<file path="src/rtl/i2c_segment_master_tx.sv">
// Write-only I2C initiator: START, address+W, ACK, one data byte, ACK, STOP.
// Lines are open-drain: the block only asserts output enables that pull low.
// Each bit cell is four quarters of CLK_DIV clocks; responder stretching is
// honoured in the SCL-high quarter (Q1).
module i2c_segment_master_tx #(
    parameter int unsigned CLK_DIV = 25
) (
    input  logic       clk,
    input  logic       rst_n,
    input  logic       req_valid,
    output logic       req_ready,
    input  logic [6:0] req_addr,
    input  logic [7:0] req_data,
    input  logic       scl_in,
    input  logic       sda_in,
    output logic       scl_oe,
    output logic       sda_oe,
    output logic       busy,
    output logic       done,
    output logic       nack
);

    localparam int unsigned DivW = (CLK_DIV > 1) ? $clog2(CLK_DIV) : 1;
    localparam logic [DivW-1:0] DivMax = DivW'(CLK_DIV - 1);

    typedef enum logic [2:0] {
        StIdle,
        StStart,
        StAddr,
        StAddrAck,
        StData,
        StDataAck,
        StStop
    } state_e;

    state_e          state_q, state_d;
    logic [DivW-1:0] div_q, div_d;
    logic [1:0]      qtr_q, qtr_d;
    logic [2:0]      bit_q, bit_d;
    logic [7:0]      shift_q, shift_d;
    logic [7:0]      data_q, data_d;
    logic            nack_q, nack_d;
    logic            done_q, done_d;
    logic            init_q;

    logic accept;
    logic in_q1;
    logic stretch;
    logic tick;

    assign accept    = req_valid && req_ready;
    assign req_ready = init_q && (state_q == StIdle);
    assign busy      = (state_q != StIdle);
    assign done      = done_q;
    // nack is only meaningful alongside done; keep it quiet otherwise
    assign nack      = done_q & nack_q;

    // Quarter divider with clock-stretch hold at the start of the SCL-high quarter
    always_comb begin
        in_q1   = 1'b0;
        stretch = 1'b0;
        tick    = 1'b0;
        div_d   = div_q;
        if (qtr_q == 2'd1) begin
            in_q1 = (state_q == StAddr) || (state_q == StAddrAck) ||
                    (state_q == StData) || (state_q == StDataAck) ||
                    (state_q == StStop);
        end
        stretch = in_q1 && (div_q == '0) && !scl_in;
        if (state_q == StIdle) begin
            div_d = '0;
        end else if (stretch) begin
            div_d = div_q;
        end else if (div_q == DivMax) begin
            div_d = '0;
            tick  = 1'b1;
        end else begin
            div_d = div_q + DivW'(1);
        end
    end

    // Sequencer: next state, quarter/bit counters, shift register, ACK result
    always_comb begin
        state_d = state_q;
        qtr_d   = qtr_q;
        bit_d   = bit_q;
        shift_d = shift_q;
        data_d  = data_q;
        nack_d  = nack_q;
        done_d  = 1'b0;
        unique case (state_q)
            StIdle: begin
                if (accept) begin
                    state_d = StStart;
                    qtr_d   = 2'd0;
                    bit_d   = 3'd0;
                    shift_d = {req_addr, 1'b0};
                    data_d  = req_data;
                    nack_d  = 1'b0;
                end
            end
            StStart: begin
                if (tick) begin
                    if (qtr_q == 2'd1) begin
                        state_d = StAddr;
                        qtr_d   = 2'd0;
                        bit_d   = 3'd0;
                    end else begin
                        qtr_d = qtr_q + 2'd1;
                    end
                end
            end
            StAddr, StData: begin
                if (tick) begin
                    qtr_d = qtr_q + 2'd1;
                    if (qtr_q == 2'd3) begin
                        shift_d = {shift_q[6:0], 1'b0};
                        if (bit_q == 3'd7) begin
                            bit_d   = 3'd0;
                            state_d = (state_q == StAddr) ? StAddrAck : StDataAck;
                        end else begin
                            bit_d = bit_q + 3'd1;
                        end
                    end
                end
            end
            StAddrAck: begin
                if (tick) begin
                    qtr_d = qtr_q + 2'd1;
                    // Last cycle of Q2 is the ACK sample point
                    if (qtr_q == 2'd2) begin
                        nack_d = sda_in;
                    end
                    if (qtr_q == 2'd3) begin
                        if (nack_q) begin
                            state_d = StStop;
                        end else begin
                            state_d = StData;
                            shift_d = data_q;
                        end
                    end
                end
            end
            StDataAck: begin
                if (tick) begin
                    qtr_d = qtr_q + 2'd1;
                    if (qtr_q == 2'd2) begin
                        nack_d = nack_q | sda_in;
                    end
                    if (qtr_q == 2'd3) begin
                        state_d = StStop;
                    end
                end
            end
            StStop: begin
                if (tick) begin
                    qtr_d = qtr_q + 2'd1;
                    if (qtr_q == 2'd3) begin
                        state_d = StIdle;
                        done_d  = 1'b1;
                    end
                end
            end
            default: begin
                state_d = StIdle;
            end
        endcase
    end

    // Line drivers decoded from state and quarter
    always_comb begin
        scl_oe = 1'b0;
        sda_oe = 1'b0;
        unique case (state_q)
            StIdle: begin
                scl_oe = 1'b0;
                sda_oe = 1'b0;
            end
            StStart: begin
                sda_oe = 1'b1;
                scl_oe = (qtr_q == 2'd1);
            end
            StAddr, StData: begin
                scl_oe = (qtr_q == 2'd0) || (qtr_q == 2'd3);
                sda_oe = ~shift_q[7];
            end
            StAddrAck, StDataAck: begin
                scl_oe = (qtr_q == 2'd0) || (qtr_q == 2'd3);
                sda_oe = 1'b0;
            end
            StStop: begin
                scl_oe = (qtr_q == 2'd0);
                sda_oe = (qtr_q == 2'd0) || (qtr_q == 2'd1);
            end
            default: begin
                scl_oe = 1'b0;
                sda_oe = 1'b0;
            end
        endcase
    end

    // State registers; reset releases both lines at once (no STOP)
    always_ff @(posedge clk or negedge rst_n) begin
        if (!rst_n) begin
            state_q <= StIdle;
            div_q   <= '0;
            qtr_q   <= 2'd0;
            bit_q   <= 3'd0;
            shift_q <= 8'd0;
            data_q  <= 8'd0;
            nack_q  <= 1'b0;
            done_q  <= 1'b0;
            init_q  <= 1'b0;
        end else begin
            state_q <= state_d;
            div_q   <= div_d;
            qtr_q   <= qtr_d;
            bit_q   <= bit_d;
            shift_q <= shift_d;
            data_q  <= data_d;
            nack_q  <= nack_d;
            done_q  <= done_d;
            init_q  <= 1'b1;
        end
    end

endmodule

</file>
<file path="config.mk">
export PLATFORM = sky130hd
export DESIGN_NAME = i2c_segment_master_tx
export DESIGN_NICKNAME = d
export VERILOG_FILES = /design/src/rtl/i2c_segment_master_tx.sv
export SDC_FILE = /design/constraint.sdc
export NUM_CORES = 1
export LEC_CHECK = 0
export CORE_UTILIZATION = 40
export DETAILED_ROUTE_END_ITERATION = 12
export GPL_TIMING_DRIVEN = 1
export HOLD_SLACK_MARGIN = 0.02
export SYNTH_ARGS = -nofsm -noshare
export SYNTH_HDL_FRONTEND = slang
export SYNTH_SLANG_ARGS = --single-unit
</file>
<file path="constraint.sdc">
create_clock -name clk -period 2.55 [get_ports clk]
set_input_delay 0.255 -clock clk [delete_from_list [all_inputs] [get_ports clk]]
set_output_delay 0.255 -clock clk [all_outputs]
set_load 0.02 [all_outputs]
</file>
==> flow_summary.yaml <==
place:
  dp_cells: 298
  portBuffers: 25
  pre_cts_ws_ps: 406
  hpwl_um: 3290
  gp_congestion: 0.816
synth:
  ys_types: 49
  syn_area_per_cell_um2: 9.67
  synth_area_leaders: "dfrtp_1 40%, mux2i_1 6.5%, ha_1 5.6%, mux2_2 4.5%, o21ai_0 3.5%"
  ys.warnings.count: 0
  synth_seq_cells: 32
  syn_area_um2: 2010
  synth_edf_count: 0
  synth_top_cell_area_share_pct: 39.8
  seq_area_frac_synth_pct: 39.8
  async_flop_share_pct: 100
  synth_cells: 208
  synth_nets: 237
  synth_flop_cell: "dfrtp_1"
  synth_top_area_cell: "dfrtp_1"
worst_setup_path:
  crit_chain: "inv_1, ha_1, o221ai_1, o21a_1, clkdlybuf4s50_1"
  cp-start-kind: "register"
  cp_top_family: "buffers and inverters"
  worstPathArrival_ps: 2040
  endpoint_kind: "output pin"
  crit_fanout: 5
  path_class: "reg2out"
  max_stage_delay_ps: 600
  path_buf_inv: 2
  crit_slowest_cell: "clkdlybuf4s50_1"
  cp.required_ps: 2300
pwr:
  combPwrFrac_pct: 4.6
  pwr-share-clk_pct: 40.0
  power_mw: 0.919
  p_leak_nw: 1.21
  cellPowerDensity_nw_per_um2: 377
  internal_power_mw: 0.720
  switchingPower_mw: 0.199
  seqPwrFrac_pct: 55.4
  ir_worst_vdd_uv: 278
  power_switching_share_pct: 21.7
timing:
  fin_crit_sh_pct: 90.0
  slew_headroom_pct: 66.6
  hold_viol: 0
  fin_ws_ps: 256
  setup_tns_ps: 0
  worstMarginPinSlew_ps: 494
  skew_ps: 2.95
  max_freq_mhz: 436
  setup_viol: 0
  slew_violations: 0
  rsz0062_at_grt: "false"
  layout_min_cycle_time_ps: 2290
route:
  drt-wirelength-per-cell_um: 14.8
  drtIter0Drc: 112
  vias: 1650
  drcViolationCount: 0
  viasPerCell: 5.41
  dr.pass1.iters: 4
  detail_route.wirelength_um: 4510
  antenna_left: 0
floorplan:
  start_util_pct: 42.0
  die_w_um: 72.9
  io-pin-count: 26
  fp-row-count: 25
  die_area_um2: 5310
  core_um2: 4790
  die_y_um: 72.9
job:
  cap_viol_max_count: 0
clocking:
  htreeDepth: 2
  clock-sinks: 32
  clk_latency_ps: 280
  cts_inserted_buffers: 5
  clockBufferDepth: 2
  postCtsHoldBufs: 0
  cts_tree: "built"
  cts_root_buf: "clkbuf_8"
  path_clk_slew_ps: 60
layout:
  drive_above_1_share_pct: 11.8
  area_delta_synth_final_pct: 21.2
  fin_cells: 305
  fin_nets: 267
  n_antenna_cell: 0
global_route:
  track_usage_pct: 18.9
  grt_pass1_wl_um: 7660
  first_global_vias: 1560
  gr-total-overflow: 0
  antenna_found_initial: 0
  grt_max_degree: 33
min_path:
  hold_class: "in2async"
status:
  status: "finished, final reports clean"
[Yosys cell counts, types with 2 or more instances]
master	n
mux2i_1	13
xnor2_1	2
o21ai_0	14
nand3_1	9
nor2b_1	4
nand4_1	4
nand4b_1	2
buf_2	5
xor2_1	2
mux2_2	8
nand2_1	9
mux2_1	2
ha_1	9
clkbuf_1	4
and2_1	2
a31oi_1	4
o21a_1	2
a21oi_1	4
nor4b_1	2
nor3b_1	8
dfrtp_1	32
nor3_1	5
and3_1	2
inv_1	18
nor2_1	11
o221ai_1	8
[worst reg2reg max path: cells and delay by family, from the launching register on]
kind                   cells  cell delay (ps)
AOI/OAI and AO/OA          1              470
DFF                        1              490
muxes                      1              120
buffers and inverters      2              480
and+or+nand+nor            2              440
[cell families (layout without fill, tap and decap cells)]
kind of cell               Yosys count  in the layout  share of synthesized area (%)
other                                1              1                          0.187
muxes                               24             24                           12.8
and+or+nand+nor                     65             65                           18.4
buffers and inverters               30             60                           6.47
AOI/OAI and AO/OA                   43             43                           15.0
xor gates and xnor gates             4              4                           1.74
adders and majority gates            9              9                           5.60
DFF                                 32             32                           39.8
[layout make-up]
cell class | count | area, µm²
Fill cell | 466 | 2350
Multi-Input combinational cell | 146 | 1080
Sequential cell | 32 | 801
Timing Repair Buffer | 35 | 328
Tap cell | 67 | 83.8
Clock buffer | 6 | 72.6
Inverter | 18 | 67.6
Clock inverter | 1 | 5.00
[registers in the layout, summed over array words and instances, names as in the netlist]
signal,flops
bit_q,3
init_q,1
state_q,3
done,1
shift_q,8
data_q,8
div_q,5
nack_q,1
qtr_q,2
[path summary, 6_finish.rpt]
check	to	startpoint	slack [ps]	depth (start not counted)
min in group clk	data_q[4]	data_q[4]	520	1
max in group asynchronous	shift_q[5]	rst_n	1880	2
min	div_q[1]	rst_n	370	2
min reg2reg	data_q[4]	data_q[4]	520	1
max	scl_oe	qtr_q[0]	260	5
max reg2reg	shift_q[4]	state_q[1]	430	6
[cells in the final DEF (no fill, tap or decap), types with 4 or more instances in the layout]
master / count
a21oi_1: 4
a31oi_1: 4
buf_4: 10
clkbuf_8: 5
clkdlybuf4s50_1: 24
dfrtp_1: 32
ha_1: 9
inv_1: 18
mux2_2: 8
mux2i_1: 13
nand2_1: 9
nand3_1: 9
nand4_1: 4
nor2_1: 11
nor2b_1: 4
nor3_1: 5
nor3b_1: 8
o21ai_0: 14
o221ai_1: 8
[power groups by stage]
stage	Combinational, mW	Sequential [mW]	Clock [mW]
5_1_grt	0.0471	0.509	0.401
6_report	0.0425	0.509	0.368
2_1_floorplan	0.000401	0.518	0
3_3_place_gp	0.0435	0.518	0
4_1_cts	0.0440	0.509	0.384
3_5_place_dp	0.0438	0.519	0
[routing by layer]
metal,global-route usage (%),share of wire (%)
met5,0,0
met4,5.23,0.93
met3,5.52,4.8
met2,25.6,44
met1,28.7,50
[through the flow]
stage,hold WS (ps),util [%],instance area (µm²)
after floorplan,-40.6,-,2010
after global placement,492,49.3,2360
after CTS,393,50.9,2430
final,367,50.9,2440
after global routing,420,50.9,2440
after detailed placement,502,49.3,2360
[repair_timing]
action                     4_1_cts  5_1_grt
resized for setup                0        1
setup buffers                    0        0
setup endpoints to repair        0        1
Note: power is estimated with default switching activity, not from simulation.
==> variant 1: new RTL, same settings <==
Set the parameter `CLK_DIV` to 50 (it was 25).
--- a/src/rtl/i2c_segment_master_tx.sv
+++ b/src/rtl/i2c_segment_master_tx.sv
@@ -3,7 +3,7 @@
 // Each bit cell is four quarters of CLK_DIV clocks; responder stretching is
 // honoured in the SCL-high quarter (Q1).
 module i2c_segment_master_tx #(
-    parameter int unsigned CLK_DIV = 25
+    parameter int unsigned CLK_DIV = 50
 ) (
     input  logic       clk,
     input  logic       rst_n,
Check against the original RTL: same outputs for any inputs over 10 cycles, from zero or initial values and one cycle with rst_n low; that may be too few to reach the edited logic, so the function may still have changed.
==> variant 1 against the unedited design <==
Count of clock-buffer cells in the layout is 1 higher; worst hold slack better by 17 ps; sequential cell count is 1 higher; core utilization is 0.26 points higher; setup slack worse by 99 ps; synthesized area is 8.5% higher; cell count is 4.9% higher; total power is 8.7% higher; wire length is 1.0% higher; critical path depth is 1 lower; sequential power is 3% higher; final area is 8.6% higher; critical path type unchanged; combinational power is 3% higher; non-clock buffer count is 3 higher.
==> variant 1: results (changes against the unedited design) <==
num_vias: 1667  # was 1,650
multi_input_area_share_pct: 47.4  # was 44.3%
status: "finished clean"  # unchanged
power.switching_uw: 204  # was 199 uW
min_period_ps: 2390  # was 2290 ps
path_max_fanout: 17  # was 5
clkCellAreaFrac_pct: 3.83  # was 3.18%
multi_input_area_mm2: 0.00126  # was 0.00108 mm2
ys_ff_latch: 33  # was 32
wirelength_um: 4550  # was 4510 um
inverters: 7  # was 18
num-multi-input-gates: 164  # was 146
ys_seq_area_share_pct: 37.9  # was 39.8%
regToRegSetupSlack_ps: 390  # was 430 ps
drt-met1-wl_um: 2430  # was 2270 um
antenna_found_initial: 0  # unchanged
dp.cells: 312  # was 298
dpl.hpwl_um: 3320  # was 3290 um
r2r_start: "qtr_q[0]$_DFFE_PN0P_"  # was state_q[1]$_DFFE_PN0P_
drive_above_1_share_pct: 21.6  # was 11.8%
peakVddDrop_uv: 323  # was 278 uV
grt_pass1_wl_um: 7780  # was 7660 um
grt_use_met1_pct: 26.6  # was 28.7%
routed-wl-met3_um: 123  # was 216 um
place_congestion: 0.850  # was 0.816
fin_hold_ws_ps: 383  # was 367 ps
htreeDepth: 2  # unchanged
skew_ps: 2.98  # was 2.95 ps
grt_use_met3_pct: 3.97  # was 5.52%
synth_nets: 246  # was 237
yosys-top-cells-area: "dfrtp_1, mux2_2, ha_1"  # was dfrtp_1, mux2i_1, ha_1
viasPerCell: 5.21  # was 5.41
largestRegisters: "data_q x8, shift_q x8, div_q x6"  # was data_q x8, shift_q x8, div_q x5
seqPwrFrac_pct: 52.5  # was 55.4%
syn_inst: 216  # was 208
p_per_area_mw_per_mm2: 377  # about the same
p_comb_share_pct: 4.4  # was 4.6%
first_pass_iters: 4  # unchanged
buffers: 38  # was 35
critPathSlowestCell: "dfrtp_1"  # was clkdlybuf4s50_1
crit_arrival_ps: 2140  # was 2040 ps
place_area_mm2: 0.00254  # was 0.00236 mm2
grt_max_degree: 34  # was 33
grt.total_usage_pct: 18.3  # was 18.9%
nNetsFinal: 279  # was 267
synth.cell_area_mm2: 0.00218  # was 0.00201 mm2
critPathLaunch: "state_q[2]$_DFFE_PN0P_"  # was qtr_q[0]$_DFFE_PN0P_
maxSlewHeadroom_pct: 57.6  # was 66.6%
seq_share_pct: 31.2  # was 32.9%
r2r_cells: 5  # was 6
ys_top_cells_by_count: "dfrtp_1, mux2_2, nor2_1, ha_1"  # was dfrtp_1, inv_1, o21ai_0, mux2i_1, nor2_1
reg2reg_to: "shift_q[5]$_DFFE_PN0P_"  # was shift_q[4]$_DFFE_PN0P_
leakagePower_uw: 0.00120  # was 0.00121 uW
crit_path_max_incr_delay_ps: 750  # was 600 ps
preCtsSetupSlack_ps: 425  # was 406 ps
grt_pass1_vias: 1601  # was 1,560
drtIter0Drc: 37  # was 112
buffer_area_share_pct: 13.2  # was 13.4%
yosysUniqueCellTypes: 55  # was 49
wl_met2_um: 1960  # was 1980 um
-- variant 1: cell count changes after synthesis, sizes merged, moves of 4 or more --
| cell | before | now |
|---|---|---|
| mux2 | 11 | 19 |
| a221oi | 0 | 4 |
| nand2b | 1 | 8 |
| nor3b | 8 | 3 |
| o221ai | 8 | 1 |
| nor2 | 11 | 21 |
| o21ai | 14 | 4 |
| mux2i | 13 | 9 |
| a211oi | 0 | 6 |
| inv | 18 | 7 |
-- variant 1: cells by family (layout without fill, tap and decap cells) --
group	Yosys count	in the layout	synth area share (%)
fa+ha+maj	10	10	5.74
buf+inv	19	53	4.53
compound gates	38	38	14.2
simple gates	81	81	21.1
flops	33	33	37.9
other cells	1	1	0.172
xor+xnor	6	6	2.41
mux	28	28	13.9
-- variant 1: repair_timing --
action / in CTS / in global routing
gates resized for setup: 0 / 1
hold endpoints to repair: 0 / 0
setup endpoints to repair: 0 / 1
==> variant 2: new RTL, same flow settings <==
Without the edit above. Re-encode `state_e` (7 states) as one-hot, 7 bits wide.
--- a/src/rtl/i2c_segment_master_tx.sv
+++ b/src/rtl/i2c_segment_master_tx.sv
@@ -23,14 +23,14 @@
     localparam int unsigned DivW = (CLK_DIV > 1) ? $clog2(CLK_DIV) : 1;
     localparam logic [DivW-1:0] DivMax = DivW'(CLK_DIV - 1);
 
-    typedef enum logic [2:0] {
-        StIdle,
-        StStart,
-        StAddr,
-        StAddrAck,
-        StData,
-        StDataAck,
-        StStop
+    typedef enum logic [6:0] {
+        StIdle    = 7'b0000001,
+        StStart   = 7'b0000010,
+        StAddr    = 7'b0000100,
+        StAddrAck = 7'b0001000,
+        StData    = 7'b0010000,
+        StDataAck = 7'b0100000,
+        StStop    = 7'b1000000
     } state_e;
 
     state_e          state_q, state_d;
Behaviour: same outputs for any inputs over 10 cycles, from zero or initial values and one cycle with rst_n low; not proved beyond that.
==> variant 2 against the unedited design <==
Core utilization up 1.2 points; setup slack worse by 100 ps; total power up 21%; clock power up 36%; worst hold slack worse by 320 ps; critical endpoint is now state_q[4]$_DFFE_PN0P_; non-clock buffer count up 9; clock skew up 3.3 ps; global-route usage about the same; final area up 13%; largest cell class unchanged; sequential cell count up 4; maximum frequency down 4.2%; synthesized area up 12%; wire length up 14%.
==> variant 2: results (changes against the unedited design) <==
seq-power_uw: 572  # was 509 uW
dp.cells: 345  # was 298
path_delay_family: "simple AND/OR/NAND/NOR gates"  # was buffers and inverters
largestRegisters: "data_q x8, shift_q x8, state_q x7"  # was data_q x8, shift_q x8, div_q x5
ys_top_cells_by_count: "nand2_1, dfrtp_1, nand3_1, nor2_1, o21ai_0"  # was dfrtp_1, inv_1, o21ai_0, mux2i_1, nor2_1
num-multi-input-gates: 188  # was 146
peakVddDrop_uv: 252  # was 278 uV
routed-wl-met3_um: 214  # was 216 um
use_met2_pct: 29.0  # was 25.6%
powerComb_uw: 40.9  # was 42.5 uW
yosysUniqueCellTypes: 54  # was 49
grt_use_met1_pct: 26.7  # was 28.7%
buffer_area_share_pct: 14.0  # was 13.4%
ys_seq_area_share_pct: 40.1  # was 39.8%
place_congestion: 0.886  # was 0.816
status: "finished clean"  # unchanged
drt-met1-wl_um: 2550  # was 2270 um
crit_path_max_incr_delay_ps: 570  # was 600 ps
worst_pin_slew_ps: 799  # was 494 ps
sw_frac_of_total_pct: 20.2  # was 21.7%
clkCellAreaFrac_pct: 3.91  # was 3.18%
viasPerCell: 5.38  # was 5.41
coreArea_mm2: 0.00527  # was 0.00479 mm2
regToRegSetupSlack_ps: 150  # was 430 ps
skew_ps: 6.21  # was 2.95 ps
grt.total_usage_pct: 18.9  # about the same
synth_mux_area_share_pct: 7.50  # was 12.8%
grt_max_degree: 37  # was 33
reg2reg_to: "state_q[4]$_DFFE_PN0P_"  # was shift_q[4]$_DFFE_PN0P_
critPathSlowestCell: "dfrtp_1"  # was clkdlybuf4s50_1
drtIter0Drc: 130  # was 112
num_vias: 1899  # was 1,650
-- variant 2: changes by cell type after synthesis, sizes merged, moves of 6 or more --
cell | unedited run | this run
nand2 | 9 | 51
nand3 | 9 | 15
nor3b | 8 | 1
mux2i | 13 | 3
inv | 18 | 7
o221ai | 8 | 0
a22oi | 1 | 8
-- variant 2: worst max-delay path by stage --
stage | startpoint | to | slack [ps] | cells past startpoint
global placement | req_valid | state_q[6]$_DFFE_PN0P_ | 170 | 7
finish | state_q[2]$_DFFE_PN0P_ | state_q[4]$_DFFE_PN0P_ | 150 | 6
floorplan | state_q[5]$_DFFE_PN0P_ | scl_oe | 360 | 6
CTS | state_q[3]$_DFFE_PN0P_ | req_ready | 140 | 6
global route | state_q[3]$_DFFE_PN0P_ | req_ready | 20 | 6
detailed placement | req_valid | state_q[5]$_DFFE_PN0P_ | 140 | 7
-- variant 2: repair_timing --
item,in CTS,in global routing
hold buffers,0,0
gates resized for setup,4,0
setup endpoints to repair,2,0
